### src/rtl/systolic_feeder.sv
// ============================================================================
// systolic_feeder
// ----------------------------------------------------------------------------
// Edge feeder for the weight-stationary systolic array. It loads one N x N
// weight tile row by row onto the top edge (wo_edge with the L broadcast).
// It then streams activation vectors onto the left edge with a diagonal skew:
// row r is delayed r cycles. Finally it drains the skew line and pulses done.
//
// Optional feature macro: FEEDER_REUSE_W_EN
//   defined   : start with reuse_w=1 skips the weight load and goes straight
//               to streaming; L stays low for the whole operation.
//   undefined : reuse_w is ignored and every operation loads weights.
//
// Parameters
//   N   array dimension (rows = columns), 2..16
//   DW  element width of weights and activations (bit-exact pass-through)
//
// Ports
//   clk      in   rising-edge clock
//   rst      in   synchronous active-high reset
//   start    in   begin one tile operation (sampled only when idle)
//   k_len    in   number of activation vectors, latched on accepted start
//   reuse_w  in   skip weight load (only with FEEDER_REUSE_W_EN)
//   w_valid  in   weight row beat valid
//   w_ready  out  weight row beat accepted when w_valid & w_ready
//   w_data   in   weight row, column c at [c*DW +: DW]
//   a_valid  in   activation beat valid
//   a_ready  out  activation beat accepted when a_valid & a_ready
//   a_data   in   activation vector, row r at [r*DW +: DW]
//   L        out  weight-load enable broadcast to the array
//   wo_edge  out  weights to the top of each column
//   ao_edge  out  skewed activations to the left of each row
//   ao_vld   out  per-row activation valid, skewed with ao_edge
//   busy     out  operation in progress
//   done     out  one-cycle completion pulse
// ============================================================================
module systolic_feeder #(
    parameter int N  = 4,
    parameter int DW = 8
) (
    input  logic              clk,
    input  logic              rst,
    input  logic              start,
    input  logic [7:0]        k_len,
    input  logic              reuse_w,
    input  logic              w_valid,
    output logic              w_ready,
    input  logic [N*DW-1:0]   w_data,
    input  logic              a_valid,
    output logic              a_ready,
    input  logic [N*DW-1:0]   a_data,
    output logic              L,
    output logic [N*DW-1:0]   wo_edge,
    output logic [N*DW-1:0]   ao_edge,
    output logic [N-1:0]      ao_vld,
    output logic              busy,
    output logic              done
);

    localparam logic [1:0] ST_IDLE   = 2'd0;
    localparam logic [1:0] ST_LOAD_W = 2'd1;
    localparam logic [1:0] ST_STREAM = 2'd2;
    localparam logic [1:0] ST_DRAIN  = 2'd3;

    // Terminal counts: N weight beats, 2N-1 drain cycles.
    localparam logic [7:0] LP_W_LAST = 8'(N - 1);
    localparam logic [7:0] LP_D_LAST = 8'(2 * N - 2);

    logic [1:0] r_state;
    logic [7:0] r_cnt;
    logic [7:0] r_klen;
    logic       r_done;

    logic       w_reuse;
    logic       w_w_acc;
    logic       w_a_acc;

`ifdef FEEDER_REUSE_W_EN
    assign w_reuse = reuse_w;
`else
    logic w_unused_reuse;
    assign w_unused_reuse = reuse_w;
    assign w_reuse        = 1'b0;
`endif

    // Handshake readies depend on state only, never on the valids.
    assign w_ready = (r_state == ST_LOAD_W);
    assign a_ready = (r_state == ST_STREAM);
    assign busy    = (r_state != ST_IDLE);
    assign done    = r_done;

    assign w_w_acc = w_ready & w_valid;
    assign w_a_acc = a_ready & a_valid;

    // ------------------------------------------------------------------
    // Control: operation sequencing and beat / drain counting
    // ------------------------------------------------------------------
    always_ff @(posedge clk) begin
        if (rst) begin
            r_state <= ST_IDLE;
            r_cnt   <= 8'd0;
            r_klen  <= 8'd0;
            r_done  <= 1'b0;
        end else begin
            r_done <= 1'b0;
            case (r_state)
                ST_IDLE: begin
                    r_cnt <= 8'd0;
                    if (start) begin
                        r_klen <= k_len;
                        if (w_reuse) begin
                            // Nothing to stream: go through an empty drain so
                            // the operation still completes with done.
                            r_state <= (k_len == 8'd0) ? ST_DRAIN : ST_STREAM;
                        end else begin
                            r_state <= ST_LOAD_W;
                        end
                    end
                end
                ST_LOAD_W: begin
                    if (w_w_acc) begin
                        if (r_cnt == LP_W_LAST) begin
                            r_cnt <= 8'd0;
                            if (r_klen == 8'd0) begin
                                r_state <= ST_IDLE;
                                r_done  <= 1'b1;
                            end else begin
                                r_state <= ST_STREAM;
                            end
                        end else begin
                            r_cnt <= r_cnt + 8'd1;
                        end
                    end
                end
                ST_STREAM: begin
                    if (w_a_acc) begin
                        if (r_cnt == r_klen - 8'd1) begin
                            r_cnt   <= 8'd0;
                            r_state <= ST_DRAIN;
                        end else begin
                            r_cnt <= r_cnt + 8'd1;
                        end
                    end
                end
                ST_DRAIN: begin
                    if (r_cnt == LP_D_LAST) begin
                        r_cnt   <= 8'd0;
                        r_state <= ST_IDLE;
                        r_done  <= 1'b1;
                    end else begin
                        r_cnt <= r_cnt + 8'd1;
                    end
                end
                default: begin
                    r_state <= ST_IDLE;
                    r_cnt   <= 8'd0;
                end
            endcase
        end
    end

    // ------------------------------------------------------------------
    // Stage p0: common output registers for the weight and activation edges
    // ------------------------------------------------------------------
    logic              r_l_p0;
    logic [N*DW-1:0]   r_wo_p0;
    logic [N*DW-1:0]   r_adat_p0;
    logic              r_avld_p0;

    // The edge outputs must read as zero after reset, so the data
    // registers are cleared together with the control.
    always_ff @(posedge clk) begin
        if (rst) begin
            r_l_p0    <= 1'b0;
            r_wo_p0   <= '0;
            r_adat_p0 <= '0;
            r_avld_p0 <= 1'b0;
        end else begin
            r_l_p0    <= w_w_acc;
            r_wo_p0   <= w_w_acc ? w_data : '0;
            // Any cycle without an accepted beat injects a zero bubble.
            r_adat_p0 <= w_a_acc ? a_data : '0;
            r_avld_p0 <= w_a_acc;
        end
    end

    assign L       = r_l_p0;
    assign wo_edge = r_wo_p0;

    // ------------------------------------------------------------------
    // Stages p1..pN-1: per-row skew shift registers (row r is r deep)
    // ------------------------------------------------------------------
    for (genvar r = 0; r < N; r++) begin : gen_row
        if (r == 0) begin : gen_direct
            assign ao_edge[DW-1:0] = r_adat_p0[DW-1:0];
            assign ao_vld[0]       = r_avld_p0;
        end else begin : gen_shift
            logic [DW-1:0] r_dat_pk [0:r-1];
            logic          r_vld_pk [0:r-1];

            always_ff @(posedge clk) begin
                if (rst) begin
                    for (int k = 0; k < r; k++) begin
                        r_dat_pk[k] <= '0;
                        r_vld_pk[k] <= 1'b0;
                    end
                end else begin
                    r_dat_pk[0] <= r_adat_p0[r*DW +: DW];
                    r_vld_pk[0] <= r_avld_p0;
                    for (int k = 1; k < r; k++) begin
                        r_dat_pk[k] <= r_dat_pk[k-1];
                        r_vld_pk[k] <= r_vld_pk[k-1];
                    end
                end
            end

            assign ao_edge[r*DW +: DW] = r_dat_pk[r-1];
            assign ao_vld[r]           = r_vld_pk[r-1];
        end
    end

endmodule
### config.mk
export PLATFORM = sky130hd
export DESIGN_NAME = systolic_feeder
export DESIGN_NICKNAME = d
export VERILOG_FILES = /design/src/rtl/systolic_feeder.sv
export SDC_FILE = /design/constraint.sdc
export NUM_CORES = 1
export LEC_CHECK = 0
export CAP_MARGIN = 10
export CORE_ASPECT_RATIO = 0.6
export CORE_UTILIZATION = 30
export CTS_BUF_LIST = sky130_fd_sc_hd__clkbuf_2
export CTS_CLUSTER_SIZE = 8
export DETAILED_ROUTE_END_ITERATION = 16
export PLACE_DENSITY_LB_ADDON = 0.3
export SLEW_MARGIN = 10
export SYNTH_ARGS = -nofsm -noshare
export SYNTH_HDL_FRONTEND = slang
export SYNTH_SLANG_ARGS = --single-unit
export TNS_END_PERCENT = 5
### constraint.sdc
create_clock -name clk -period 7.3 [get_ports clk]
set_input_delay 1.825 -clock clk [delete_from_list [all_inputs] [get_ports clk]]
set_output_delay 1.825 -clock clk [all_outputs]
set_load 0.1 [all_outputs]
==> results.sh, run 1 <==
export IMPL_ys_ff_latch=136
export IMPL_fin_crit_ns=4.51
export IMPL_placed_cell_area_um2=6050
export IMPL_initial_core_util_pct=31.2
export IMPL_diodes=0
export IMPL_htreeDepth=4
export IMPL_wl_per_cell_um=13.1
export IMPL_cpPeakStageDelay_ns=1.23
export IMPL_io_buffers=149
export IMPL_crit_type="reg -> out"
export IMPL_hpwl_mm=6.94
export IMPL_critPathLaunchType="flip-flop"
export IMPL_drt_drc_violations_left=0
export IMPL_max_vdd_ir_drop_mv=0.0977
export IMPL_grt_pass1_wl_mm=15.9
export IMPL_cp_max_fo=7
export IMPL_antenna_found_initial=0
export IMPL_async_flop_share_pct=0
export IMPL_p_leak_nw=2.44
export IMPL_drt_antenna_violating_nets=0
export IMPL_cts_hold_buf=0
export IMPL_clock_skew_ns=0.0263
export IMPL_cts_tree="built"
export IMPL_path_buf_inv=1
export IMPL_first_pass_iters=4
export IMPL_fin_setup_tns_ns=0
export IMPL_rsz0062_at_grt="no"
export IMPL_synth_warnings=0
export IMPL_hold_viol_final=0
export IMPL_fmax_mhz=222
export IMPL_cts_sinks=136
export IMPL_clock_latency_ns=0.67
export IMPL_fin_cells=772
export IMPL_worst_hold_slack_ns=0.429
export IMPL_drive_above_1_share_pct=7.14
export IMPL_grt_max_degree=70
export IMPL_setup_viol=0
export IMPL_dieArea_um2=15800
export IMPL_cts_inserted_buffers=17
export IMPL_stdcell_area_um2=6320
export IMPL_grt_ovfl_total=0
export IMPL_syn_avg_cell_area_um2=10.5
export IMPL_core_area_um2=14700
export IMPL_pre_cts_slack_ns=3.08
export IMPL_io_pins=151
export IMPL_min_period_over_period_pct=61.8
export IMPL_hp_class="reg -> reg"
export IMPL_crit_required_ns=5.48
export IMPL_clock_root_buffer="clkbuf_2"
export IMPL_fp_dieW_um=162
export IMPL_synth_cells=439
export IMPL_cts_resized=0
export IMPL_die_h_um=97.8
export IMPL_clk_pin_slew_ns=0.24
export IMPL_vias=3263
export IMPL_path_cells="nor2b_1 -> clkdlybuf4s50_1"
export IMPL_relSlewSlack_pct=29.7
export IMPL_area_growth_pct=37.7
export IMPL_synth_ff_type="dfxtp_1"
export IMPL_syn_cell_area_um2=4590
export IMPL_grt_pass1_vias=3146
export IMPL_maxCapViolCount=0
export IMPL_layout_setup_ws_ns=2.79
export IMPL_endpoint_kind="output pin"
export IMPL_routabilityCongestion=0.843
export IMPL_ys_seq_area_share_pct=59.3
export IMPL_placementRows=34
export IMPL_worst_r2r_path_depth=7
export IMPL_drt_iter0_drc=197
export IMPL_cp_depth=2
export IMPL_synth_fp_nets=521
export IMPL_final_util_pct=42.9
export IMPL_synth_edff_count=0
export IMPL_dp_cells=740
export IMPL_wl_mm=10.1
export IMPL_finalPower_mw=1.36
export IMPL_slew_viol_final=0
export IMPL_arrival_ns=2.68
export IMPL_crit_family="buffers and inverters"
export IMPL_clk_path_buf_depth=2
export IMPL_min_path_cells=1
export IMPL_tightest_slew_ns=1.05
export IMPL_viasPerCell=4.23
export IMPL_ys_types=42
export IMPL_pwr_density_cell_nw_per_um2=215
export IMPL_nets=643
export IMPL_cts_setup_buffers=0
export IMPL_grtUsageTotal_pct=13.1
export IMPL_status="finished clean"
export IMPL_slowest_stage="clkdlybuf4s50_1"
==> Yosys cell counts (2+ instances only) <==
| library cell | number | share of area, % |
|---|---|---|
| a31oi_1 | 4 | 0.55 |
| o221ai_1 | 5 | 0.95 |
| xor2_1 | 3 | 0.57 |
| and2_1 | 68 | 9.3 |
| nand2_1 | 30 | 2.5 |
| nor3_1 | 3 | 0.33 |
| ha_1 | 4 | 1.1 |
| or2_2 | 2 | 0.27 |
| xnor2_1 | 6 | 1.1 |
| dfxtp_1 | 136 | 59 |
| and3_1 | 4 | 0.55 |
| nor2b_1 | 55 | 7.5 |
| or3_1 | 3 | 0.41 |
| clkbuf_1 | 20 | 1.6 |
| nor3b_1 | 3 | 0.49 |
| nor4_1 | 2 | 0.27 |
| inv_1 | 10 | 0.82 |
| o2111ai_1 | 2 | 0.38 |
| buf_4 | 26 | 4.3 |
| nor2_1 | 9 | 0.74 |
| nand3_1 | 4 | 0.44 |
| a21oi_1 | 17 | 1.9 |
| o21ai_0 | 3 | 0.33 |
| nand2b_1 | 2 | 0.27 |
==> layout make-up <==
type                       instances  area, um^2
clock buffer                      17        85.1
clock inverter                    15         181
fill                            1415        8400
inverter                          10        37.5
multi-input combinational        245        1540
sequential                       136        2720
tap                              198         248
timing repair buffer             151        1500
==> worst register-to-register path, stage by stage (launching register included) <==
cell,delay [ns]
dfxtp_1,0.50
inv_1,0.10
ha_1,0.20
and3_1,0.20
o2111ai_1,0.30
nor3b_1,0.89
o221ai_1,0.28
a21oi_1,0.19
==> logic make-up (layout without fill, tap and decap cells) <==
logic type	Yosys count	count (layout)	share of synthesized area, %
flops	136	136	59.3
xor+xnor	9	9	1.72
mux	1	1	0.245
simple gates	187	187	23.3
compound gates	44	44	7.22
buf+inv	58	193	7.06
fa+ha+maj	4	4	1.09
==> power breakdown <==
group          total, mW  internal [mW]  switching [mW]
Clock              0.477          0.145           0.332
Combinational      0.125         0.0572          0.0678
Sequential         0.758          0.752         0.00652
==> registers in the layout (all words and copies together) (netlist names), named ones only <==
signal and flops:
gen_row.gen_shift.r_dat_pk 48, r_adat_p0 32, wo_edge 32, r_cnt 8, r_klen 8, gen_row.gen_shift.r_vld_pk 3
L 1, done 1, r_avld_p0 1, r_state 1
==> metal layers <==
layer | share of wire [%] | global-route usage (%) | vias to the layer above
met5 | 0 | 0 | -
met4 | 0.87 | 5.22 | 0
met3 | 12 | 6.92 | 8
met2 | 39 | 17.7 | 137
met1 | 49 | 17.3 | 1495
li1 | - | - | 1623
==> cell usage in the layout, fill, tap and decap left out, types with 2 or more instances in the layout <==
cell	synthesis	routed
clkinv_8	0	3
and3_1	4	4
inv_6	0	4
buf_4	26	2
o221ai_1	5	5
inv_1	10	10
xnor2_1	6	6
ha_1	4	4
inv_8	0	3
or2_2	2	2
o2111ai_1	2	2
a31oi_1	4	4
or3_1	3	3
o21ai_0	3	3
clkdlybuf4s50_1	0	148
nand3_1	4	4
nor3_1	3	3
nor4_1	2	2
nor2_1	9	9
xor2_1	3	3
clkbuf_2	1	17
clkinv_4	0	3
nor2b_1	55	55
and2_1	68	68
dfxtp_1	136	136
nand2b_1	2	2
nand2_1	30	30
nor3b_1	3	3
a21oi_1	17	17
==> path summary, 6_finish.rpt <==
check / start / end / slack (ns)
setup reg to reg: r_cnt[0]$_SDFFE_PP0P_ / r_cnt[4]$_SDFFE_PP0P_ / 4.59
setup / recovery: r_state[0]$_SDFFE_PP0P_ / w_ready / 2.79
hold reg to reg: r_adat_p0[26]$_SDFF_PP0_ / gen_row[3].gen_shift.r_dat_pk[0][2]$_SDFF_PP0_ / 0.43
hold / removal: r_adat_p0[26]$_SDFF_PP0_ / gen_row[3].gen_shift.r_dat_pk[0][2]$_SDFF_PP0_ / 0.43
Note: power is estimated with default switching activity, not from simulation.
==> run 2: changes to the inputs <==
Clock period 7.3 ns to 4.5 ns, I/O delays scaled along.
==> run 2 against run 1 <==
Net effect:
- sequential share of layout area is 0.15 points lower
- count of clock-buffer cells in the layout is the same
- non-clock buffer count is the same
- combinational power rose by 62%
- via count is 0.21% lower
- first-iteration DRC count grew 41%
- routed wire length up 1.8%
- highest routed layer unchanged
==> results.sh, run 2 (synthesis gave the netlist of run 1 again) <==
export IMPL_layout_commonest_cell="clkdlybuf4s50_1"
export IMPL_arrival_ns=2.47
export IMPL_drt_iter0_drc=278
export IMPL_critPathLaunchType="flip-flop"
export IMPL_cp_max_fo=7
export IMPL_stdcell_area_um2=6340
export IMPL_io_buffers=149
export IMPL_hold_viol_final=0
export IMPL_vias=3256
export IMPL_dieArea_um2=15800
export IMPL_drt_drc_violations_left=0
export IMPL_antenna_found_initial=0
export IMPL_grt_pass1_vias=3210
export IMPL_rsz0062_at_grt="no"
export IMPL_hpwl_mm=7.03
export IMPL_setup_viol=0
export IMPL_clk_path_buf_depth=2
export IMPL_drive_above_1_share_pct=7.32
export IMPL_placed_cell_area_um2=6050
export IMPL_htreeDepth=4
export IMPL_maxCapViolCount=0
export IMPL_routabilityCongestion=0.837
export IMPL_largest_register_ffs=48
export IMPL_cts_hold_buf=0
export IMPL_fin_setup_tns_ns=0
export IMPL_cts_sinks=136
export IMPL_area_growth_pct=38.2
export IMPL_relSlewSlack_pct=31.1
export IMPL_grt_ovfl_total=0
export IMPL_clk_pin_slew_ns=0.25
export IMPL_p_leak_nw=2.46
export IMPL_wl_mm=10.3
export IMPL_crit_type="reg -> out"
export IMPL_die_h_um=97.8
export IMPL_grt_pass1_wl_mm=16.0
export IMPL_viasPerCell=4.22
export IMPL_reg2reg_from="r_cnt[0]$_SDFFE_PP0P_"
export IMPL_fmax_mhz=278
export IMPL_core_area_um2=14700
export IMPL_slew_viol_final=0
export IMPL_cts_setup_buffers=0
export IMPL_io_pins=151
export IMPL_cts_resized=0
export IMPL_startpoint="r_state[0]$_SDFFE_PP0P_"
export IMPL_fp_dieW_um=162
export IMPL_hp_class="reg -> reg"
export IMPL_cts_inserted_buffers=17
export IMPL_nets=643
export IMPL_min_period_over_period_pct=79.9
export IMPL_drt_antenna_violating_nets=0
export IMPL_endpoint_kind="output pin"
export IMPL_min_from="gen_row[3].gen_shift.r_dat_pk[0][3]$_SDFF_PP0_"
export IMPL_crit_required_ns=3.38
export IMPL_diodes=0
export IMPL_wl_per_cell_um=13.3
export IMPL_clock_latency_ns=0.64
export IMPL_grtUsageTotal_pct=13.3
export IMPL_grt_max_degree=70
export IMPL_first_pass_iters=4
export IMPL_clock_skew_ns=0.0329
export IMPL_pwr_density_cell_nw_per_um2=360
export IMPL_cts_tree="built"
export IMPL_status="finished clean"
export IMPL_layout_common_cells="clkdlybuf4s50_1, dfxtp_1, and2_1"
export IMPL_fin_crit_ns=3.59
export IMPL_clock_root_buffer="clkbuf_2"
export IMPL_tightest_slew_ns=1.03
export IMPL_max_vdd_ir_drop_mv=0.147
export IMPL_initial_core_util_pct=31.2
export IMPL_largest_register="gen_row.gen_shift.r_dat_pk"
export IMPL_placementRows=34
[run 2: cell types whose count changed in the layout (fill, tap and decap cells not counted), sizes merged]
| cell | change |
|---|---|
| buf | +1 |
| inv | +2 |
| clkinv | -3 |
| clkinvlp | -1 |
| clkdlybuf4s50 | -1 |
| bufinv | +2 |
[run 2: power by group]
group          internal (mW)  switching, mW
clock network          0.338          0.514
logic                 0.0926          0.109
registers               1.22         0.0107
total                   1.65          0.634
[run 2: path summary, 6_finish.rpt]
path	end	slack, ns	cells after the start
min reg2reg	gen_row[3].gen_shift.r_dat_pk[0][11]$_SDFF_PP0_	0.44	1
max	a_ready	0.91	3
min	gen_row[3].gen_shift.r_dat_pk[0][11]$_SDFF_PP0_	0.44	1
max reg2reg	r_cnt[1]$_SDFFE_PP0P_	1.87	8
[run 2: critical path: stages, from the launching register on]
cell	delay, ns
dfxtp_1	0.42
nand2b_1	0.20
inv_1	0.08
clkdlybuf4s50_1	1.13
[run 2: cell type report]
cell class / instances / area [um^2]
sequential: 136 / 2720
clock inverter: 15 / 206
clock buffer: 17 / 85.1
tap: 198 / 248
inverter: 10 / 37.5
timing repair buffer: 151 / 1500
multi-input combinational: 245 / 1540
fill: 1441 / 8380
[run 2: through the flow]
step / power, mW / utilization (%) / hold WS [ns] / setup WS (ns) / cells
5_1_grt: 2.40 / 43.1 / 0.454 / 0.737 / 772
4_1_cts: 2.32 / 43.1 / 0.427 / 0.819 / 772
3_5_place_dp: 1.45 / 41.1 / 0.420 / 1.03 / 740
3_3_place_gp: 1.45 / 41.1 / 0.416 / 1.15 / 740
2_1_floorplan: 1.36 / - / 0.414 / 1.55 / 439
6_report: 2.28 / 43.1 / 0.438 / 0.906 / 772
[run 2: metal layers]
| metal | track usage, % | routed length, um |
|---|---|---|
| met3 | 7.60 | 1200 |
| met5 | 0 | 0 |
| met4 | 4.86 | 89 |
| met2 | 18.1 | 3990 |
| met1 | 17.2 | 4980 |
==> run 3: changes to the inputs <==
Clock period 4.5 ns to 3.65 ns, I/O delays scaled along.
==> run 3 against run 2 <==
Net effect:
- final cell count increased by 0.13%
- utilization decreased by 0.15 points
- sequential share of layout area increased by 0.15 points
- worst setup slack got worse by 0.33 ns
- largest power group unchanged
- flip-flop and latch count unchanged
- die area unchanged
==> results.sh, run 3 (synthesis gave the netlist of run 1 again) <==
export IMPL_status="finished clean"
export IMPL_hp_class="reg -> reg"
export IMPL_drt_antenna_violating_nets=0
export IMPL_highest_layer="met4"
export IMPL_clk_path_buf_depth=2
export IMPL_clock_root_buffer="clkbuf_2"
export IMPL_cts_setup_buffers=0
export IMPL_grt_ovfl_total=0
export IMPL_critPathLaunchType="flip-flop"
export IMPL_clock_latency_ns=0.65
export IMPL_nets=644
export IMPL_drive_above_1_share_pct=9.74
export IMPL_vias=3244
export IMPL_core_area_um2=14700
export IMPL_slew_viol_final=0
export IMPL_clock_skew_ns=0.0222
export IMPL_layout_commonest_cell="dfxtp_1"
export IMPL_dieArea_um2=15800
export IMPL_fin_crit_ns=3.08
export IMPL_viasPerCell=4.20
export IMPL_max_vdd_ir_drop_mv=0.199
export IMPL_tightest_slew_ns=1.01
export IMPL_drt_drc_violations_left=0
export IMPL_cts_sinks=136
export IMPL_cts_resized=0
export IMPL_pwr_density_cell_nw_per_um2=445
export IMPL_crit_family="buffers and inverters"
export IMPL_area_growth_pct=37.7
export IMPL_maxCapViolCount=0
export IMPL_diodes=0
export IMPL_path_cells="clkdlybuf4s50_1"
export IMPL_initial_core_util_pct=31.2
export IMPL_largest_register_ffs=48
export IMPL_antenna_found_initial=0
export IMPL_routabilityCongestion=0.848
export IMPL_min_period_over_period_pct=84.3
export IMPL_worst_hold_slack_ns=0.437
export IMPL_placementRows=34
export IMPL_fin_setup_tns_ns=0
export IMPL_power_frac_seq_pct=53.9
export IMPL_wl_met1_mm=4.76
export IMPL_slowest_stage="clkdlybuf4s50_1"
export IMPL_crit_type="reg -> out"
export IMPL_io_pins=151
export IMPL_hpwl_mm=7.13
export IMPL_largest_register="gen_row.gen_shift.r_dat_pk"
export IMPL_pwr_share_clk_pct=37.2
export IMPL_relSlewSlack_pct=32.6
export IMPL_path_buf_inv=1
export IMPL_fp_dieW_um=162
export IMPL_combPwrFrac_pct=8.9
export IMPL_grt_pass1_vias=3278
export IMPL_layout_common_cells="dfxtp_1, clkdlybuf4s50_1, and2_1"
export IMPL_cts_tree="built"
export IMPL_first_pass_iters=4
export IMPL_endpoint_kind="output pin"
export IMPL_met3_length_mm=1.22
export IMPL_wl_mm=10.1
export IMPL_wl_per_cell_um=13.0
export IMPL_grtUsageTotal_pct=13.3
export IMPL_drt_iter0_drc=232
export IMPL_netSwitchingPower_uw=778
export IMPL_die_h_um=97.8
export IMPL_cts_inserted_buffers=17
export IMPL_r2r_slack_ns=1.12
export IMPL_internal_power_mw=2.03
export IMPL_swShare_pct=27.7
export IMPL_cpPeakStageDelay_ns=1.15
export IMPL_cp_max_fo=1
export IMPL_rsz0062_at_grt="no"
export IMPL_setup_viol=0
export IMPL_clk_pin_slew_ns=0.23
export IMPL_hold_viol_final=0
export IMPL_io_buffers=149
export IMPL_layout_setup_ws_ns=0.573
export IMPL_htreeDepth=4
export IMPL_crit_required_ns=2.74
export IMPL_wl_met2_mm=4.01
export IMPL_grt_max_degree=70
export IMPL_p_leak_nw=2.48
export IMPL_cts_hold_buf=0
export IMPL_arrival_ns=2.16
export IMPL_pre_cts_slack_ns=0.886
export IMPL_fmax_mhz=325
export IMPL_grt_pass1_wl_mm=16.2
run 3: cell count changes in the layout (fill, tap and decap cells not counted):
cell,before,now
inv_8,3,4
clkdlybuf4s50_1,147,134
clkinvlp_4,0,3
buf_4,3,17
clkinv_4,1,0
clkinv_2,1,0
inv_6,6,4
run 3: area by class of cell:
class                      instances  area [um^2]
fill                            1464         8400
sequential                       136         2720
multi-input combinational        245         1540
timing repair buffer             152         1470
tap                              198          248
clock inverter                    15          209
clock buffer                      17         85.1
inverter                          10         37.5
run 3: per-layer routing:
| metal | track usage [%] | vias to the layer above |
|---|---|---|
| met4 | 4.35 | 0 |
| li1 | - | 1629 |
| met5 | 0 | - |
| met3 | 7.18 | 8 |
| met2 | 18.9 | 148 |
| met1 | 17.1 | 1459 |
run 3: power by group through the flow:
stage	combinational (mW)	sequential, mW	clock (mW)
2_1_floorplan	0.0899	1.59	0
3_3_place_gp	0.248	1.54	0
3_5_place_dp	0.250	1.54	0
4_1_cts	0.251	1.52	1.09
5_1_grt	0.267	1.52	1.16
6_report	0.249	1.52	1.05
run 3: final timing paths:
kind | from | to | depth (start not counted)
max | wo_edge[10]$_SDFF_PP0_ | wo_edge[10] | 1
min | gen_row[3].gen_shift.r_dat_pk[0][4]$_SDFF_PP0_ | gen_row[3].gen_shift.r_dat_pk[0][12]$_SDFF_PP0_ | 1
max reg2reg | r_klen[0]$_SDFFE_PP0P_ | r_state[0]$_SDFFE_PP0P_ | 8
min reg2reg | gen_row[3].gen_shift.r_dat_pk[0][4]$_SDFF_PP0_ | gen_row[3].gen_shift.r_dat_pk[0][12]$_SDFF_PP0_ | 1
run 3: through the flow:
| stage | cells | area (um^2) | utilization (%) | total power [mW] |
|---|---|---|---|---|
| final | 773 | 6320 | 42.9 | 2.81 |
| after global routing | 773 | 6320 | 42.9 | 2.95 |
| after CTS | 773 | 6320 | 42.9 | 2.86 |
| after detailed placement | 741 | 6020 | 40.9 | 1.79 |
| after global placement | 741 | 6020 | 40.9 | 1.79 |
| after floorplan | 439 | 4590 | - | 1.68 |
